$ cat src/rtl/rr_arbiter_4.sv
// Round-robin arbiter for 4 requesters with sticky grants and a one-hot grant decode.
// Optional hold timeout is built in when RR_ARB_TIMEOUT_EN is defined.
module rr_arbiter_4 #(
    parameter int unsigned TIMEOUT_CYCLES = 16,
    parameter int unsigned CNT_W          = 5
) (
    input  logic       clk,
    input  logic       rst,
    input  logic       en,
    input  logic [3:0] req,
    output logic [3:0] gnt,
    output logic [1:0] gnt_idx,
    output logic       gnt_valid,
    output logic       timeout
);

    typedef enum logic {IDLE, BUSY} state_t;

    state_t     state;
    logic [1:0] ptr;
    logic [1:0] pick_idx;
    logic       pick_valid;
    logic [1:0] cand;
    logic       hold_expired;

    // Reject configurations where the hold counter cannot reach the threshold.
    if (TIMEOUT_CYCLES < 2 || (64'd1 << CNT_W) <= 64'(TIMEOUT_CYCLES)) begin : g_bad_cfg
        $error("rr_arbiter_4: need TIMEOUT_CYCLES >= 2 and 2**CNT_W > TIMEOUT_CYCLES");
    end

    // Walk from the farthest offset down so the nearest requester to ptr wins.
    always_comb begin
        pick_idx   = ptr;
        pick_valid = 1'b0;
        cand       = ptr;
        for (int i = 3; i >= 0; i--) begin
            cand = ptr + 2'(i);
            if (req[cand]) begin
                pick_idx   = cand;
                pick_valid = 1'b1;
            end
        end
    end

`ifdef RR_ARB_TIMEOUT_EN
    logic [CNT_W-1:0] hold_cnt;
    assign hold_expired = (hold_cnt == CNT_W'(TIMEOUT_CYCLES - 1));
`else
    assign hold_expired = 1'b0;
`endif

    always_ff @(posedge clk) begin
        if (rst) begin
            state     <= IDLE;
            ptr       <= 2'd0;
            gnt_idx   <= 2'd0;
            gnt_valid <= 1'b0;
            gnt       <= 4'b0000;
            timeout   <= 1'b0;
`ifdef RR_ARB_TIMEOUT_EN
            hold_cnt  <= '0;
`endif
        end else begin
            timeout <= 1'b0;
            case (state)
                IDLE: begin
                    if (en && pick_valid) begin
                        state     <= BUSY;
                        gnt_idx   <= pick_idx;
                        gnt_valid <= 1'b1;
                        gnt       <= 4'(1) << pick_idx;
`ifdef RR_ARB_TIMEOUT_EN
                        hold_cnt  <= '0;
`endif
                    end
                end
                BUSY: begin
                    // Release and revoke outrank the timeout when they coincide.
                    if (!en || !req[gnt_idx] || hold_expired) begin
                        state     <= IDLE;
                        ptr       <= gnt_idx + 2'd1;
                        gnt_idx   <= 2'd0;
                        gnt_valid <= 1'b0;
                        gnt       <= 4'b0000;
                        timeout   <= en && req[gnt_idx] && hold_expired;
                    end
`ifdef RR_ARB_TIMEOUT_EN
                    else begin
                        hold_cnt <= hold_cnt + CNT_W'(1);
                    end
`endif
                end
                default: state <= IDLE;
            endcase
        end
    end

endmodule

$ cat config.mk
export PLATFORM = sky130hd
export DESIGN_NAME = rr_arbiter_4
export DESIGN_NICKNAME = d
export VERILOG_FILES = /design/src/rtl/rr_arbiter_4.sv
export SDC_FILE = /design/constraint.sdc
export NUM_CORES = 1
export LEC_CHECK = 0
export BUFFER_PORTS_ARGS = -buffer_cell sky130_fd_sc_hd__buf_2
export CELL_PAD_IN_SITES_DETAIL_PLACEMENT = 1
export CELL_PAD_IN_SITES_GLOBAL_PLACEMENT = 2
export CORE_ASPECT_RATIO = 0.8
export CORE_MARGIN = 2
export CORE_UTILIZATION = 29
export CTS_CLUSTER_SIZE = 14
export DETAILED_ROUTE_END_ITERATION = 8
export PLACE_DENSITY = 0.72
export SETUP_SLACK_MARGIN = 0.2
export SYNTH_ARGS = -nofsm -noshare
export SYNTH_HDL_FRONTEND = slang
export SYNTH_SLANG_ARGS = --single-unit
$ cat constraint.sdc
create_clock -name clk -period 1.9 [get_ports clk]
set_input_delay 0.095 -clock clk [delete_from_list [all_inputs] [get_ports clk]]
set_output_delay 0.095 -clock clk [all_outputs]
set_load 0.01 [all_outputs]
==> results.sh <==
export IMPL_grt_max_degree=11
export IMPL_clock_latency_ns=0.26
export IMPL_core_area_mm2=0.00184
export IMPL_critical_path_endpoint_type="flip-flop"
export IMPL_place_congestion=0.801
export IMPL_worst_r2r_startpoint="gnt_idx[1]"
export IMPL_critical_path_max_stage_delay_ns=0.48
export IMPL_worstHoldStart="rst"
export IMPL_final_antenna_net_count=0
export IMPL_top_level_ports=15
export IMPL_synthesis_instances=57
export IMPL_crit_start="gnt_idx[1]"
export IMPL_drt_initial_drc_count=6
export IMPL_ys_seq_elements=10
export IMPL_grt_setup_unrepaired="false"
export IMPL_critical_path_slowest_cell="mux4_2"
export IMPL_worstPathBufferInverterCount=0
export IMPL_drt_pass1_iterations=4
export IMPL_max_freq_mhz=620
export IMPL_place_detailed_hpwl_mm=1.04
export IMPL_slew_viol_final=0
export IMPL_vdd_ir_drop_worst_uv=331
export IMPL_yosysTopAreaCell="dfxtp_1"
export IMPL_pwr_density_cell_mw_per_mm2=798
export IMPL_synth_async_sr_flop_share=0
export IMPL_totalNegativeSetupSlack_ns=0
export IMPL_grtUsageTotal=0.133
export IMPL_grt_first_pass_wirelength_mm=2.19
export IMPL_drc=0
export IMPL_die_outline_width_um=52.7
export IMPL_detailedPlace_worstSlack_ns=0.193
export IMPL_worstPathCellList="mux4_2, and2_4, a21o_4, nor2b_4, o2bb2ai_1"
export IMPL_die_area_mm2=0.00227
export IMPL_yosysMostFrequentCell="dfxtp_1"
export IMPL_synth_seq_area_share=0.364
export IMPL_port_buffer_count=13
export IMPL_die_h_um=43.0
export IMPL_cts_max_path_buffers=2
export IMPL_tritoncts_num_buffers=3
export IMPL_detail_route_vias_per_cell=5.01
export IMPL_critical_path_top_delay_family="multiplexers"
export IMPL_min_delay_path_class="primary input to flip-flop"
export IMPL_leading_cell_types_by_count_after_synthesis="10 x dfxtp_1, 9 x nor2_1, 4 x nor3_1"
export IMPL_numClockSinks=10
export IMPL_yosys_top_cells_area="dfxtp_1 36%, nor2_1 6.1%, nor2b_4 5.0%, o2bb2ai_1 4.8%, a22oi_1 4.1%"
export IMPL_fraction_of_layout_instances_using_a_drive_strength_above_1=0.397
export IMPL_synth_top_cell_area_share=0.364
export IMPL_htreeDepth=1
export IMPL_vias=486
export IMPL_wl_mm=1.36
export IMPL_timing_critical_path_required_ns=2.04
export IMPL_overflow=0
export IMPL_kind_of_critical_path="flip-flop to flip-flop"
export IMPL_max_cap_violations=0
export IMPL_number_of_inserted_diodes=0
export IMPL_finalCritPeriodShare=0.849
export IMPL_area_of_the_mapped_netlist_um2=551
export IMPL_skew_ns=0.000990
export IMPL_synth_nets=64
export IMPL_crit_arrival_ns=1.75
export IMPL_clk_pin_slew_ns=0.07
export IMPL_most_used_flip_flop_cell_after_synthesis="dfxtp_1"
export IMPL_post_route_worst_setup_slack_ns=0.288
export IMPL_leakage_nw=0.280
export IMPL_setup_viol=0
export IMPL_antenna_violations_before_repair=0
export IMPL_starting_density_of_the_core=0.299
export IMPL_number_of_global_route_vias_before_repair=488
export IMPL_ys_warnings_count=0
export IMPL_worstPathMaxFanout=5
export IMPL_cp_startpoint_kind="flip-flop"
export IMPL_routedWlPerCell_um=14.0
export IMPL_synth_enable_flop_cells=0
export IMPL_clock_tree_from_tritoncts="built"
export IMPL_final_critical_path_required_period_ns=1.61
export IMPL_area_growth_synth_to_final_pct=24.8
export IMPL_cts_hold_buffers_added=0
export IMPL_timing_hold_violations_final=0
export IMPL_cts_root_buf="clkbuf_4"
export IMPL_avgSynthCellArea_um2=9.66
export IMPL_cell_variety_after_synth=29
export IMPL_rows=14
export IMPL_num_nets_final=81
export IMPL_run_status="completed"
==> where the power goes <==
group / internal, mW / leakage, nW / switching (mW)
Clock: 0.116 / 0.0210 / 0.0722
Sequential: 0.224 / 0.0826 / 0.0144
Combinational: 0.0560 / 0.176 / 0.0652
Total: 0.397 / 0.280 / 0.152
==> final timing paths <==
path / end / depth (start not counted) / slack (ns)
hold reg to reg: gnt[2] / 1 / 0.46
setup reg to reg: gnt[0] / 5 / 0.29
setup / recovery: gnt[0] / 5 / 0.29
hold / removal: ptr[1] / 2 / 0.15
==> cells by family (layout without fill, tap and decap cells) <==
group / after synthesis / in the layout / synth area share
buffers and inverters: 3 / 19 / 0.0409
DFF: 10 / 10 / 0.364
and+or+nand+nor: 23 / 23 / 0.261
other: 1 / 1 / 0.00681
muxes: 1 / 1 / 0.0409
xor gates and xnor gates: 1 / 1 / 0.0159
AOI/OAI and AO/OA: 18 / 18 / 0.270
==> through the flow <==
step	utilization	power [mW]	instance area (um2)	cells	hold WS [ns]
global placement	0.341	0.358	627	92	0.421
global route	0.373	0.579	687	97	0.153
detailed placement	0.341	0.358	627	92	0.424
finish	0.373	0.548	687	97	0.152
floorplan	-	0.323	551	57	0.295
CTS	0.361	0.551	664	96	0.146
==> layout make-up <==
| type | count | area, um2 |
|---|---|---|
| Sequential cell | 10 | 204 |
| Clock buffer | 4 | 36.3 |
| Tap cell | 24 | 30.0 |
| Fill cell | 231 | 1150 |
| Timing Repair Buffer | 14 | 72.6 |
| Multi-Input combinational cell | 44 | 340 |
| Inverter | 1 | 3.75 |
==> sequential cells by signal, summed over array words and instances, names as in the netlist <==
register and count:
gnt_valid 1, state 1, ptr 2, gnt 4, gnt_idx 2
==> repair_timing <==
item,CTS,global route
buffers inserted,0,1
endpoints found under the setup margin,4,5
gates cloned,0,0
gates resized for setup,1,3
==> worst register-to-register path, stage by stage, from the launching register on <==
cell       delay [ns]
dfxtp_4          0.35
mux4_2           0.48
and2_4           0.19
a21o_4           0.23
nor2b_4          0.13
o2bb2ai_1        0.12
==> cells in the final DEF (no fill, tap or decap), drive strengths merged <==
cell,n
buf,14
dfxtp,10
nor2,9
nor2b,5
nor3,4
clkbuf,4
o2bb2ai,3
a22oi,3
a21oi,2
a211oi,2
o41ai,1
inv,1
o211ai,1
o21ai,1
o311ai,1
mux4,1
and2,1
a21o,1
xnor2,1
or2,1
and2b,1
o21a,1
nand2b,1
o31ai,1
nor4b,1
o311a,1
conb,1
==> layer usage <==
| metal | vias up | wire length (um) | part of all wire | GRT usage |
|---|---|---|---|---|
| li1 | 242 | - | - | - |
| met1 | 228 | 639 | 0.47 | 0.167 |
| met2 | 16 | 633 | 0.47 | 0.205 |
| met3 | 0 | 85 | 0.063 | 0.0634 |
| met4 | 0 | 0 | 0 | 0.0308 |
| met5 | - | 0 | 0 | 0 |
No activity file was read; power rests on OpenSTA's default activity.
